`src/rtl/regfile_wport_arbiter.sv`:
```
`default_nettype none
// ============================================================================
// Module      : regfile_wport_arbiter
// Description : Owns the single write port of the integer register file.
//               Arbitrates the port between the in-order WB stage and the
//               out-of-order mul/div result stream. The mul/div results are
//               buffered in a small FIFO. A 32-entry busy scoreboard tracks
//               registers that have a multicycle write outstanding, and ID is
//               stalled on RAW/WAW hazards against them.
// Revision    : 1.0 - initial release
// ----------------------------------------------------------------------------
// Parameters
//   FIFO_DEPTH      mul/div result buffer entries (power of two, >= 2)
//   STARVE_MAX      consecutive cycles a non-empty FIFO may lose to WB
// Ports
//   clk_100MHz      in   clock
//   arst_n          in   synchronous active-low reset
//   wb_w_e_i        in   WB write request
//   wb_w_addr_i     in   WB destination register
//   wb_w_data_i     in   WB write data
//   wb_hold_o       out  WB must re-present the same write next cycle
//   md_valid_i      in   mul/div result valid
//   md_addr_i       in   mul/div destination register
//   md_data_i       in   mul/div result
//   md_ready_o      out  FIFO can accept a result
//   md_issue_i      in   mul/div instruction issued this cycle
//   md_issue_addr_i in   destination of the issued instruction
//   id_rs1_addr_i   in   ID source 1
//   id_rs2_addr_i   in   ID source 2
//   id_rd_addr_i    in   ID destination
//   id_rd_we_i      in   ID instruction writes rd
//   id_stall_o      out  ID must stall
//   w_e_o           out  register file write enable
//   w_addr_o        out  register file write address
//   w_data_o        out  register file write data
// Configuration macro
//   REG_WR_BYPASS_EN  when defined, a mul/div result arriving while the FIFO
//                     is empty and WB is not granted is written straight to
//                     the register file in the same cycle.
// ============================================================================
module regfile_wport_arbiter #(
    parameter int FIFO_DEPTH = 2,
    parameter int STARVE_MAX = 4
) (
    input  logic        clk_100MHz,
    input  logic        arst_n,
    input  logic        wb_w_e_i,
    input  logic [4:0]  wb_w_addr_i,
    input  logic [31:0] wb_w_data_i,
    output logic        wb_hold_o,
    input  logic        md_valid_i,
    input  logic [4:0]  md_addr_i,
    input  logic [31:0] md_data_i,
    output logic        md_ready_o,
    input  logic        md_issue_i,
    input  logic [4:0]  md_issue_addr_i,
    input  logic [4:0]  id_rs1_addr_i,
    input  logic [4:0]  id_rs2_addr_i,
    input  logic [4:0]  id_rd_addr_i,
    input  logic        id_rd_we_i,
    output logic        id_stall_o,
    output logic        w_e_o,
    output logic [4:0]  w_addr_o,
    output logic [31:0] w_data_o
);

    localparam int PTR_W = (FIFO_DEPTH > 1) ? $clog2(FIFO_DEPTH) : 1;
    localparam int CNT_W = PTR_W + 1;
    localparam int ST_W  = $clog2(STARVE_MAX + 1);

    localparam logic [CNT_W-1:0] C_DEPTH      = CNT_W'(FIFO_DEPTH);
    localparam logic [ST_W-1:0]  C_STARVE_MAX = ST_W'(STARVE_MAX);

    // FIFO storage (data path only, no reset needed)
    logic [4:0]       fifo_addr_q [FIFO_DEPTH];
    logic [31:0]      fifo_data_q [FIFO_DEPTH];

    logic [PTR_W-1:0] wr_ptr_q, wr_ptr_d;
    logic [PTR_W-1:0] rd_ptr_q, rd_ptr_d;
    logic [CNT_W-1:0] count_q,  count_d;
    logic [ST_W-1:0]  starve_q, starve_d;
    logic [31:0]      busy_q,   busy_d;

    logic             fifo_empty;
    logic             fifo_full;
    logic             wb_valid;
    logic             wb_grant;
    logic             pop;
    logic             push;
    logic             bypass;
    logic             md_fire;
    logic [4:0]       head_addr;
    logic [31:0]      head_data;

    always_comb begin
        fifo_empty = (count_q == '0);
        fifo_full  = (count_q == C_DEPTH);
        head_addr  = fifo_addr_q[rd_ptr_q];
        head_data  = fifo_data_q[rd_ptr_q];
        // A WB write to x0 is discarded and never competes with the FIFO.
        wb_valid   = wb_w_e_i && (wb_w_addr_i != 5'd0);

        wb_grant   = 1'b0;
        pop        = 1'b0;
        bypass     = 1'b0;
        md_fire    = 1'b0;
        wb_hold_o  = 1'b0;
        md_ready_o = 1'b0;
        id_stall_o = 1'b0;
        w_e_o      = 1'b0;
        w_addr_o   = 5'd0;
        w_data_o   = 32'd0;

        if (arst_n) begin
            md_ready_o = !fifo_full;
            // Results targeting x0 are accepted but dropped.
            md_fire    = md_valid_i && !fifo_full && (md_addr_i != 5'd0);

            if (!fifo_empty && (starve_q == C_STARVE_MAX)) begin
                pop       = 1'b1;
                wb_hold_o = wb_valid;
            end else if (wb_valid) begin
                wb_grant  = 1'b1;
            end else if (!fifo_empty) begin
                pop       = 1'b1;
            end
`ifdef REG_WR_BYPASS_EN
            else if (md_fire) begin
                bypass    = 1'b1;
            end
`endif

            if (pop) begin
                w_e_o    = 1'b1;
                w_addr_o = head_addr;
                w_data_o = head_data;
            end else if (wb_grant) begin
                w_e_o    = 1'b1;
                w_addr_o = wb_w_addr_i;
                w_data_o = wb_w_data_i;
            end else if (bypass) begin
                w_e_o    = 1'b1;
                w_addr_o = md_addr_i;
                w_data_o = md_data_i;
            end

            id_stall_o = busy_q[id_rs1_addr_i] | busy_q[id_rs2_addr_i]
                       | (id_rd_we_i & busy_q[id_rd_addr_i]);
        end

        push = md_fire && !bypass;

        wr_ptr_d = push ? wr_ptr_q + PTR_W'(1) : wr_ptr_q;
        rd_ptr_d = pop  ? rd_ptr_q + PTR_W'(1) : rd_ptr_q;
        count_d  = count_q + CNT_W'(push) - CNT_W'(pop);

        // Starvation counts only cycles where WB wins against a waiting entry.
        starve_d = starve_q;
        if (pop || fifo_empty) begin
            starve_d = '0;
        end else if (wb_grant && (starve_q != C_STARVE_MAX)) begin
            starve_d = starve_q + ST_W'(1);
        end

        // Clear first so that a same-cycle issue to the same register wins.
        busy_d = busy_q;
        if (pop) begin
            busy_d[head_addr] = 1'b0;
        end
        if (bypass) begin
            busy_d[md_addr_i] = 1'b0;
        end
        if (arst_n && md_issue_i && (md_issue_addr_i != 5'd0)) begin
            busy_d[md_issue_addr_i] = 1'b1;
        end
        busy_d[0] = 1'b0;
    end

    always_ff @(posedge clk_100MHz) begin
        if (!arst_n) begin
            wr_ptr_q <= '0;
            rd_ptr_q <= '0;
            count_q  <= '0;
            starve_q <= '0;
            busy_q   <= '0;
        end else begin
            wr_ptr_q <= wr_ptr_d;
            rd_ptr_q <= rd_ptr_d;
            count_q  <= count_d;
            starve_q <= starve_d;
            busy_q   <= busy_d;
        end
    end

    always_ff @(posedge clk_100MHz) begin
        if (push) begin
            fifo_addr_q[wr_ptr_q] <= md_addr_i;
            fifo_data_q[wr_ptr_q] <= md_data_i;
        end
    end

`ifndef SYNTHESIS
    // WB must never target a register that still awaits a mul/div result.
    always_ff @(posedge clk_100MHz) begin
        if (arst_n && wb_grant) begin
            assert (!busy_q[wb_w_addr_i])
            else $error("regfile_wport_arbiter: WB write to busy register x%0d", wb_w_addr_i);
        end
    end
`endif

endmodule
`default_nettype wire

```
`config.mk`:
```
export PLATFORM = sky130hd
export DESIGN_NAME = regfile_wport_arbiter
export DESIGN_NICKNAME = d
export VERILOG_FILES = /design/src/rtl/regfile_wport_arbiter.sv
export SDC_FILE = /design/constraint.sdc
export NUM_CORES = 1
export LEC_CHECK = 0
export ABC_AREA = 1
export CAP_MARGIN = 20
export CORE_AREA = 2 2 103 154
export DETAILED_ROUTE_END_ITERATION = 12
export DIE_AREA = 0 0 105 156
export GPL_TIMING_DRIVEN = 0
export PLACE_DENSITY = 0.66
export SYNTH_ARGS = -nofsm -noshare
export SYNTH_HDL_FRONTEND = slang
export SYNTH_SLANG_ARGS = --single-unit
```
`constraint.sdc`:
```
create_clock -name clk_100MHz -period 3.8 [get_ports clk_100MHz]
set_input_delay 0.76 -clock clk_100MHz [delete_from_list [all_inputs] [get_ports clk_100MHz]]
set_output_delay 0.76 -clock clk_100MHz [all_outputs]
set_load 0.02 [all_outputs]
```
==> results.txt, run 1 <==
- Headroom to the max-slew limit: 50.1%
* Crit Path Category: input pin to output pin
- RSZ-0062 raised after global routing: no
- Reg2reg start: starve_q[0]
- The min-delay analysis places its worst path in the category register to register.
- Clock buffer count from CTS: 17
* Vias per inst: 5.08
- The worst path meets setup with 0.208 ns of slack.
- Antenna viol nets, final: 0
* Max Buffers Root-to-Sink: 2
- Starting density of the core: 40.2%
- Each instance of the synthesized netlist takes up on average 8.47 um^2.
- Clock tree from TritonCTS: done
- Across the VDD grid, the largest voltage drop is 0.000329 V.
- The via count of the first global-routing pass is 5,644.
- Initial antenna violation count: 0
- Critical path's slowest cell: sky130_fd_sc_hd__clkdlybuf4s50_1
* Run status: finished, final reports clean
* # setup viols final: 0
- OpenSTA, run right after detailed placement, puts the worst setup slack at -0.0686 ns.
- Data arrival time at the worst-slack endpoint: 2.83 ns
- The first global-routing pass estimated 28,100 um of wire.
* Buffers inserted by post-CTS timing repair: 0
- The number of antenna diodes in the final layout is 0.
- Critical path launch point: wb_w_addr_i[0]
- The floorplan step defined a die boundary enclosing 0.0164 mm^2.
- The setup check on the worst reg-to-reg path leaves a slack of 1.56 ns.
- Largest net degree at the start of global routing: 27
- Number of instances resized during post-cts repair: 12
* Cts hold-fix bufs: 0
* Total routing usage reported by global routing: 21.9%
- Once detailed placement completed, the half-perimeter wirelength came to 13,400 um.
- Clock input transition at the sequential cells of the worst setup and hold paths: 0.05 ns
- Pin placement for this block handled 141 I/O pins.
- STA classifies the critical path startpoint as an input pin.
* Endpoint of the worst-slack reg-to-reg timing path: count_q[1]
- The most critical setup path has its endpoint at w_e_o.
* Placement Rows: 55
* RD Place Congestion: 0.885
- In this run the horizontal extent of the chip is 105 um.
- DRC violation count after routing: 0
* Worst Hold Depth: 1
- Distinct cells, synth: 34
* Remaining Overflow, GRT: 0
* Synthesized netlist cell count: 712
- Vert. Die Dim: 156 um
* Routed vias: 5,476
- Cell-by-cell listing of the critical path: clkdlybuf4s50_1, nor2_1, nand3_1, nand2_1, nor2_2, nor2_2, nand2_2, clkbuf_2, nand2_1, clkdlybuf4s50_1
* Required time reported for the critical path endpoint: 3.04 ns
- Together, buffers and inverters on the worst path number 3.
- The final count of pins violating max slew is 0.
* Number of max-cap violations: 0
- Synthesis produced a netlist with a net count of 816.
* Measured slew at the worst slew-check pin: 0.745 ns
- The later pin in the worst-skew pair is clocked with a latency of 0.40 ns.
- Leaving out fill and tap cells, the most frequent cells in the layout are sky130_fd_sc_hd__nand2_1, sky130_fd_sc_hd__nand3_1, sky130_fd_sc_hd__clkdlybuf4s50_1, sky130_fd_sc_hd__edfxtp_1, sky130_fd_sc_hd__inv_1.
* Sequential share of the synthesized area: 49.8%
* Clk root buf: sky130_fd_sc_hd__clkbuf_16
- After detailed routing, the average wire length per cell comes to 16.1 um.
- For this run, the slowest stage of the critical path takes 0.62 ns.
- Yosys warning total: 0
- Proportion of layout cells with a drive suffix above 1: 10.8%
- Cells fill 56.2% of the core in the end.
* Number of clock sinks: 113
- Area of the core region: 0.0150 mm^2
- H-tree level count: 4
* Post-synthesis instance area: 0.00603 mm^2
- Power density cells: 464 mW/mm^2
* Number of DRC markers after the initial detailed-route iteration: 218
* Critical path peak fanout: 10
- Post-route clock period utilization: 94.5%
* Synth-to-Final Area Change: 39.7%
- Net count, final: 971
- Final Routed Wirelength: 17,300 um
* Number of stages on the worst setup path: 10
- Hold Violations, Final: 0
* Worst Reg-to-Reg Cells: 15
- Subtracting the final worst setup slack from the clock period gives 3.59 ns.
- First-pass DRT Iterations: 5
- Synthesis inferred 113 register bits.
- Input and output buffers added on the ports amount to 134.
- Clock skew: 0.00753 ns
- Based on the critical path, the design can be clocked at up to 0.278 GHz.
* Family with the most delay on the worst path: buffers and inverters
- Leak pwr: 3.48 nW
* Commonest non-fill, non-tap cell in the layout: sky130_fd_sc_hd__nand2_1
* Crit end category: output pin
[per-layer routing]
layer	track usage (%)	share of wire, %	vias up	wire length, um
met2	40.9	54	184	9350
met1	22.3	37	2497	6400
met3	6.43	5.9	41	1030
li1	-	-	2754	-
met4	9.78	3.2	0	555
met5	0	0	-	0
[synthesized netlist by cell type (all sizes together)]
library cell	number	area, um^2
a31oi	1	6.26
nor3	6	30.0
clkbuf	8	30.0
o21ai	76	437
a21oi	38	190
nand3	123	616
mux2i	32	320
xnor2	2	17.5
nand2	168	636
ha	4	50.1
o22ai	1	6.26
nor3b	1	7.51
nor4	4	43.8
dfxtp	39	781
nand3b	3	22.5
xor2	1	8.76
nor2	33	161
edfxtp	74	2220
inv	63	236
nand4	3	18.8
buf	26	153
or2	6	37.5
[sequential cells by signal (all words and copies together), names as in the netlist, named ones only]
| signal | flops |
|---|---|
| fifo_data_q | 64 |
| busy_q | 31 |
| fifo_addr_q | 10 |
| starve_q | 3 |
| count_q | 2 |
| rd_ptr_q | 1 |
| wr_ptr_q | 1 |
[how the worst min path moves through the flow]
stage	end	startpoint	slack [ns]
4_1_cts	starve_q[0]	starve_q[0]	0.45
3_5_place_dp	starve_q[0]	starve_q[0]	0.44
3_3_place_gp	starve_q[0]	starve_q[0]	0.43
2_1_floorplan	starve_q[0]	starve_q[0]	0.42
6_report	starve_q[0]	starve_q[0]	0.45
5_1_grt	starve_q[0]	starve_q[0]	0.49
[cells by family (layout without fill, tap and decap cells)]
group | Yosys count | count (layout) | synth area share [%]
flip-flops | 113 | 113 | 49.8
adder cells (fa/ha/maj) | 4 | 4 | 0.830
buffers and inverters | 97 | 265 | 6.95
AND/OR/NAND/NOR | 347 | 347 | 26.1
multiplexers | 32 | 32 | 5.31
AO/OA/AOI/OAI | 116 | 116 | 10.6
XOR/XNOR | 3 | 3 | 0.436
[power breakdown]
group	switching [mW]	internal (mW)	leakage, nW	total (mW)
sequential	0.0210	1.36	0.993	1.38
clock	0.578	1.24	0.330	1.82
combinational	0.418	0.289	2.15	0.707
total	1.02	2.89	3.48	3.91
[area by class of cell]
class,instances,area (um^2)
Sequential cell,113,3000
Clock inverter,15,254
Timing Repair Buffer,136,1440
Inverter,63,239
Buffer,34,188
Tap cell,199,249
Multi-Input combinational cell,502,2620
Fill cell,1425,6580
Clock buffer,17,425
[stage by stage]
stage	total power, mW	hold slack [ns]	cells	setup TNS, ns	cell area (um^2)
after floorplan	1.82	0.417	712	0	6030
after global placement	2.12	0.434	1045	-66.10	7620
after detailed placement	2.13	0.439	1047	-0.296	7680
after CTS	3.93	0.451	1079	0	8350
after global routing	4.05	0.493	1079	0	8420
final	3.91	0.448	1079	0	8420
[worst reg2reg max path: stages, from the launching register on]
cell                      delay (ns)
sky130_fd_sc_hd__dfxtp_1        0.35
sky130_fd_sc_hd__inv_1          0.05
sky130_fd_sc_hd__ha_1           0.19
sky130_fd_sc_hd__nand2_1        0.11
sky130_fd_sc_hd__nor2_2         0.05
sky130_fd_sc_hd__nor2_2         0.13
sky130_fd_sc_hd__nor2_2         0.07
sky130_fd_sc_hd__nand2_2        0.13
sky130_fd_sc_hd__buf_6          0.17
sky130_fd_sc_hd__inv_2          0.06
sky130_fd_sc_hd__ha_1           0.26
sky130_fd_sc_hd__inv_1          0.04
sky130_fd_sc_hd__ha_1           0.17
sky130_fd_sc_hd__xor2_1         0.15
sky130_fd_sc_hd__o21ai_0        0.14
sky130_fd_sc_hd__a21oi_1        0.05
Note: power is estimated with default switching activity, not from simulation.
==> run 2: changes to the inputs <==
Settings changed: REMOVE_ABC_BUFFERS from default to 1.
==> run 2 against run 1 <==
Against the previous run: die area stayed put; sequential power about the same; via count down 0.55%; final cell count down 2.0%; fmax down 2.9%; setup slack worse by 0.11 ns; routed wire length fell by 4.3%; worst hold slack worse by 0.0030 ns; non-clock buffer count down 22; flip-flop and latch count did not move; power decreased by 5.3%; combinational power decreased by 2%; critical path type unchanged; largest power group unchanged.
==> results.txt, run 2 (synthesis results as in run 1) <==
* Leak pwr: 3.02 nW (-13%)
* Largest net degree at the start of global routing: 45 (+67%)
- The number of antenna violations at the first check in global routing was 0 (unchanged).
- The number of max-cap violations is 0 (unchanged).
- Final Slew Violations: 0 (unchanged)
* Clock network fraction of design power: 43.4% (-3.1 points)
- The count of cells along the worst register-to-register path is 14 (-1).
- Length of routed met3 wiring: 1150 um (+12%)
- The clock network latency to the later pin of the worst-skew pair came to 0.40 ns (about the same).
* Starting density of the core: 40.2% (unchanged)
- The library cell used most frequently in the layout, excluding fill and tap cells, is sky130_fd_sc_hd__nand2_1.
- The cell sitting at the root of the clock tree is a sky130_fd_sc_hd__clkbuf_16.
* Estimated wirelength of the detail-placed design: 12,200 um (-8.8%)
- Placed standard-cell area: 0.00760 mm^2 (-1.1%)
* Reg power frac: 37.9% (+2.5 points)
* First-pass GRT wire length: 26,800 um (-4.7%)
* Worst Hold Depth: 1 (unchanged)
- The required time at the endpoint of the critical path came to 3.04 ns (about the same).
* Hold Path Class: register to register
- Register-to-register setup slack: 1.35 ns (-0.21 ns)
* Area of the core region: 0.0150 mm^2 (unchanged)
- The die height came to 156 um (unchanged).
* DRC violation count after routing: 0 (unchanged)
- Clock buffer count from CTS: 17 (unchanged)
* Met1 wire length: 6260 um (-2.2%)
* Net count, final: 950 (-2.2%)
- Synth-to-Final Area Change: 37.4%
* Clock input transition at the sequential cells of the worst setup and hold paths: 0.05 ns (about the same)
- The first-pass iteration count of the detailed router was 4 (-1).
* Number of antenna diodes: 0 (unchanged)
- The weighted congestion reported at the end of routability-driven placement came to 0.944 (+6.7%).
- The total power divided by cell area is 447 mW/mm^2 (-3.7%).
- Hold Startpoint: starve_q[0]
* H-tree level count: 4 (unchanged)
* Post-route clock period utilization: 97.3% (+2.8 points)
* Final Routed Wirelength: 16,600 um (-4.3%)
- Routed vias: 5,446 (-0.55%)
* Proportion of layout cells with a drive suffix above 1: 10.0% (-0.77 points)
- Ranked by flip-flop count, first place goes to fifo_data_q.
- Placement Rows: 55 (unchanged)
- The final hold violation count came to 0 (unchanged).
* Width of the die: 105 um (unchanged)
- Biggest registers after layout: fifo_data_q (64), busy_q (31), fifo_addr_q (10)
* Utilization of the core after routing: 55.2% (-0.93 points)
* Crit Path Category: input pin to output pin
- The post-detailed-route count of antenna-violating nets came to 0 (unchanged).
- Number of clock sinks: 113 (unchanged)
- Number of DRC markers after the initial detailed-route iteration: 233 (+6.9%)
* Peak supply drop: 0.000346 V (+5.3%)
- The highest achievable clock rate was 0.270 GHz (-2.9%).
* Endpoint of the worst-slack reg-to-reg timing path: count_q[1]
- Highest metal layer with signal wires: met4
- Commonest non-fill, non-tap cells in the layout: sky130_fd_sc_hd__nand2_1, sky130_fd_sc_hd__nand3_1, sky130_fd_sc_hd__clkdlybuf4s50_1, sky130_fd_sc_hd__edfxtp_1, sky130_fd_sc_hd__inv_1
- Non-Filler Instances: 1,057 (-2.0%)
* Flip-flop count of the largest register, all copies and words added: 64 (unchanged)
- The maximum fanout along the worst path came to 18 (+8).
* Crit end category: output pin
- Psw: 1.01 mW (-0.86%)
- The fraction of power consumed by combinational cells came to 18.7% (+0.6 points).
- The via count of the first global-routing pass is 5,408 (-4.2%).
* Total routing usage reported by global routing: 20.8% (-1.1 points)
- The slew at the pin with the worst max-slew slack came to 0.767 ns (+0.0219 ns).
- Max Buffers Root-to-Sink: 2 (unchanged)
- For hold timing, the worst endpoint is starve_q[0].
- Ports placed on the boundary: 141 (unchanged)
- Run status: finished, final reports clean
- The remaining global-route overflow was 0 (unchanged).
* Clock skew: 0.00510 ns (-0.00243 ns)
* Final Critical Period: 3.70 ns (+0.106 ns)
* Design Area, Final: 0.00829 mm^2 (-1.6%)
* Fraction of power spent switching nets: 27.3% (+1.2 points)
- STA classifies the critical path startpoint as an input pin.
- Total instance count after detailed placement: 1,021 (-2.5%)
- Internal power: 2.69 mW (-6.8%)
* Total of buffers placed on input and output ports: 140 (+4.5%)
- Reg2reg start: starve_q[0]
- The detailed-route wire length per cell was 15.7 um (-2.3%).
- The worst slew slack as a fraction of its limit was 48.7% (-1.5 points).
- # setup viols final: 0 (unchanged)
* Clock tree from TritonCTS: done
* Floorplan die area: 0.0164 mm^2 (unchanged)
- The layout filler cell count was 1,419 (-0.42%).
- Data arrival time at the worst-slack endpoint: 2.94 ns (+0.11 ns)
- Vias per inst: 5.15 (+1.5%)
- Met2 wire len: 8740 um (-6.6%)
run 2: cell count changes in the layout (fill, tap and decap cells not counted), sizes merged, moves of 7 or more:
cell,before,now
clkdlybuf4s50,96,119
clkbuf,26,17
dlymetal6s2s,27,6
clkinvlp,0,7
buf,27,10
run 2: routing by layer:
metal,global-route usage (%),vias up
met4,8.25,0
met5,0,-
met3,5.76,34
met2,39.0,202
met1,21.7,2487
li1,-,2723
run 2: how the worst max path moves through the flow:
stage                      from                  to  slack [ns]  cells past startpoint
5_1_grt         id_rd_addr_i[0]          id_stall_o       -0.01                     11
3_5_place_dp     wb_w_addr_i[3]        w_data_o[18]       -0.83                     10
2_1_floorplan    wb_w_addr_i[4]         w_addr_o[0]        0.17                      7
6_report         wb_w_addr_i[3]         w_addr_o[4]        0.10                      9
3_3_place_gp             arst_n  fifo_data_q[0][19]       -2.68                      5
4_1_cts        id_rs2_addr_i[1]          id_stall_o       0.005                     10
run 2: power groups by stage:
stage	Combinational [mW]	Sequential (mW)	Clock, mW
finish	0.693	1.40	1.61
global route	0.755	1.41	1.69
CTS	0.696	1.40	1.63
detailed placement	0.689	1.43	0
global placement	0.655	1.45	0
floorplan	0.350	1.43	0
run 2: area by class of cell:
cell class | count | area, um^2 | share of cell area (%)
well taps | 199 | 249 | 3.01
multi-input cells | 503 | 2660 | 32.1
clock buffers | 17 | 425 | 5.13
repair buffers | 148 | 1510 | 18.3
clock inverters | 14 | 181 | 2.19
flip-flops and latches | 113 | 3000 | 36.3
inverters | 63 | 250 | 3.02
run 2: worst max-delay path, stage by stage:
cell                              delay, ns
sky130_fd_sc_hd__clkdlybuf4s50_1       0.52
sky130_fd_sc_hd__nor2_1                0.06
sky130_fd_sc_hd__nand3_1               0.09
sky130_fd_sc_hd__nand2_2               0.14
sky130_fd_sc_hd__nor2_4                0.17
sky130_fd_sc_hd__buf_4                 0.26
sky130_fd_sc_hd__nand2_1               0.10
sky130_fd_sc_hd__o22ai_1               0.18
sky130_fd_sc_hd__clkdlybuf4s50_1       0.65
run 2: stage by stage:
stage | power (mW) | setup TNS [ns] | worst slack, ns | hold slack [ns]
3_5_place_dp | 2.12 | -24.93 | -0.829 | 0.442
6_report | 3.70 | 0 | 0.102 | 0.445
2_1_floorplan | 1.78 | 0 | 0.172 | 0.417
4_1_cts | 3.73 | 0 | 0.00484 | 0.450
3_3_place_gp | 2.10 | -286.27 | -2.68 | 0.435
5_1_grt | 3.86 | -0.0126 | -0.0126 | 0.482
run 2: what timing repair did:
action | in CTS | in global routing
cloned | 1 | 0
hold buffers | 0 | 0
setup endpoints to repair | 39 | 8
setup buffers | 1 | 3
pin swaps | 1 | 1
resized for setup | 27 | 13
==> run 3: changes to the inputs <==
Settings changed: SKIP_CTS_REPAIR_TIMING from default to 1.
==> run 3 against run 2 <==
Against the previous run: core utilization increased by 0.17 points; highest routed layer unchanged; flip-flop and latch count unchanged; sequential share of layout area decreased by 0.11 points; worst hold slack got worse by 0.0013 ns; setup slack improved by 0.013 ns; critical path depth decreased by 1; fmax increased by 0.36%; register-to-register slack about the same; sequential power about the same; clock power about the same; die area unchanged.
==> results.txt, run 3 (synthesis results as in run 1) <==
- H-tree level count: 4 (unchanged)
* Estimated wirelength of the detail-placed design: 12,200 um (unchanged)
- Placed standard-cell area: 0.00760 mm^2 (unchanged)
- The number of buffers on the longest clock path came to 2 (unchanged).
- Reg with most FFs: fifo_data_q
- The via count of the first global-routing pass is 5,382 (-0.48%).
* First-pass DRT Iterations: 5 (+1)
- Cell-by-cell listing of the critical path: clkdlybuf4s50_1, nor2_1, nand3_1, nand2_2, nor2_4, nand3_1, o21ai_2, clkdlybuf4s50_1
- Vert. Die Dim: 156 um (unchanged)
- Largest net degree at the start of global routing: 45 (unchanged)
- Peak supply drop: 0.000347 V (+0.29%)
* Number of max-cap violations: 0 (unchanged)
- Buffers plus inverters on the worst setup path: 2 (-1)
- The delay contributed by the slowest stage of the critical path was 0.62 ns (-0.03 ns).
- Number of DRC markers after the initial detailed-route iteration: 208 (-11%)
* Area of the core region: 0.0150 mm^2 (unchanged)
- The clock-pin slew reported for the worst setup and hold paths after clock tree synthesis came to 0.05 ns (about the same).
- Met1 Track Usage GR: 21.5% (-0.16 points)
- Design Area, Final: 0.00831 mm^2 (+0.30%)
* Clock tree from TritonCTS: done
* Clock skew: 0.00593 ns (+0.000825 ns)
* Post-route clock period utilization: 97.0% (-0.35 points)
- Worst hold slack across all endpoints: 0.443 ns (-0.00126 ns)
- Starting density of the core: 40.2% (unchanged)
* Remaining Overflow, GRT: 0 (unchanged)
* Run status: finished, final reports clean
- Required time reported for the critical path endpoint: 3.04 ns (about the same)
- The slew at the pin with the worst max-slew slack came to 0.762 ns (-0.00575 ns).
- The ratio of routed vias to standard cells is 5.15 (about the same).
- Family with the most delay on the worst path: buffers and inverters
- The flip-flop count of the largest register, all copies and words added is 64 (unchanged).
- Headroom to the max-slew limit: 49.0% (+0.38 points)
- Number of antenna diodes: 0 (unchanged)
- Final Critical Period: 3.68 ns (-0.0132 ns)
* Ports placed on the boundary: 141 (unchanged)
* Final Slew Violations: 0 (unchanged)
* Hold Violations, Final: 0 (unchanged)
* Total of buffers placed on input and output ports: 140 (unchanged)
* Routed vias: 5,427 (-0.35%)
* RD Place Congestion: 0.944 (unchanged)
* Hold Startpoint: starve_q[0]
- After global routing, the most crowded layer is met2.
* Leak pwr: 3.30 nW (+9.5%)
- Total routing usage reported by global routing: 20.3% (-0.48 points)
- Hold Path Class: register to register
* DRC violation count after routing: 0 (unchanged)
- Net count, final: 947 (-0.32%)
* Worst skew pair latency: 0.41 ns (about the same)
* Critical path's slowest cell: sky130_fd_sc_hd__clkdlybuf4s50_1
- The highest achievable clock rate is 0.271 GHz (+0.36%).
* Antenna viol nets, final: 0 (unchanged)
- The overall die area is 0.0164 mm^2 (unchanged).
- The detailed-route wire length per cell is 15.8 um (+0.53%).
- Data arrival time at the worst-slack endpoint: 2.92 ns (-0.02 ns)
- Width of the die: 105 um (unchanged)
- The library cell used most frequently in the layout, excluding fill and tap cells, is sky130_fd_sc_hd__nand2_1.
- Launching element type of the critical path: input pin
- In the layout the commonest cells are sky130_fd_sc_hd__nand2_1, sky130_fd_sc_hd__nand3_1, sky130_fd_sc_hd__clkdlybuf4s50_1, sky130_fd_sc_hd__edfxtp_1, sky130_fd_sc_hd__inv_1.
* RSZ-0062 raised after global routing: no
* Power density cells: 446 mW/mm^2 (-0.26%)
- The most critical setup path has its startpoint at wb_w_addr_i[3].
- The worst register-to-register path begins at starve_q[0].
- Synth-to-Final Area Change: 37.8%
- The largest registers in the layout are fifo_data_q (64), busy_q (31), fifo_addr_q (10).
- Crit end category: output pin
* Initial antenna violation count: 0 (unchanged)
* # setup viols final: 0 (unchanged)
* Proportion of layout cells with a drive suffix above 1: 9.47% (-0.55 points)
- CTS placed an instance of sky130_fd_sc_hd__clkbuf_16 at the clock tree root.
- The met2 routing resource usage after global routing was 37.4% (-1.5 points).
- Critical path peak fanout: 19 (+1)
- The global-route track usage on met3 is 5.72% (-0.042 points).
- The number of rows created at floorplan came to 55 (unchanged).
- Number of clock sinks: 113 (unchanged)
- The wire length of the first global-routing pass was 26,200 um (-1.9%).
* Crit Path Category: input pin to output pin
* Clock buffer count from CTS: 17 (unchanged)
* Final Routed Wirelength: 16,600 um (+0.24%)
==> run 3: worst register-to-register path: stages, from the launching register on <==
cell and delay (ns):
sky130_fd_sc_hd__dfxtp_1 0.32, sky130_fd_sc_hd__inv_1 0.05, sky130_fd_sc_hd__ha_1 0.13, sky130_fd_sc_hd__nand2_1 0.09
sky130_fd_sc_hd__nor2_2 0.33, sky130_fd_sc_hd__nor2_4 0.08, sky130_fd_sc_hd__nor2_4 0.18, sky130_fd_sc_hd__nand2_8 0.18
sky130_fd_sc_hd__inv_2 0.14, sky130_fd_sc_hd__ha_1 0.23, sky130_fd_sc_hd__inv_1 0.06, sky130_fd_sc_hd__ha_1 0.15
sky130_fd_sc_hd__xor2_1 0.20, sky130_fd_sc_hd__o21ai_0 0.11, sky130_fd_sc_hd__a21oi_1 0.14
==> run 3: layer usage <==
| metal | routed length, um | share of wire, % | up-vias |
|---|---|---|---|
| met3 | 1110 | 6.7 | 36 |
| li1 | - | - | 2715 |
| met2 | 8770 | 53 | 204 |
| met1 | 6300 | 38 | 2472 |
| met4 | 448 | 2.7 | 0 |
| met5 | 0 | 0 | - |
==> run 3: power by group <==
part | internal [mW] | total, mW | leakage [nW] | switching [mW]
clock network | 1.04 | 1.61 | 0.283 | 0.572
registers | 1.36 | 1.40 | 0.994 | 0.0381
logic | 0.293 | 0.693 | 2.02 | 0.399
==> run 3: layout make-up <==
| class | instances | area, um^2 |
|---|---|---|
| Clock buffer | 17 | 425 |
| Clock inverter | 14 | 181 |
| Fill cell | 1417 | 6690 |
| Inverter | 63 | 243 |
| Multi-Input combinational cell | 503 | 2660 |
| Sequential cell | 113 | 3000 |
| Tap cell | 199 | 249 |
| Timing Repair Buffer | 145 | 1550 |
==> run 3: final timing paths <==
kind / end / slack (ns) / cells after the start
min: starve_q[0] / 0.44 / 1
max reg2reg: count_q[1] / 1.35 / 14
max: w_data_o[10] / 0.12 / 8
min reg2reg: starve_q[0] / 0.44 / 1
==> run 3: per-stage QoR <==
step	setup TNS [ns]	worst slack [ns]	util, %	std cells	power [mW]
finish	0	0.115	55.4	1054	3.70
global route	0	0.00854	55.4	1054	3.86
CTS	-24.81	-0.825	54.7	1052	3.73
detailed placement	-24.93	-0.829	50.7	1021	2.12
global placement	-286.27	-2.68	50.0	1017	2.10
floorplan	0	0.172	-	678	1.78
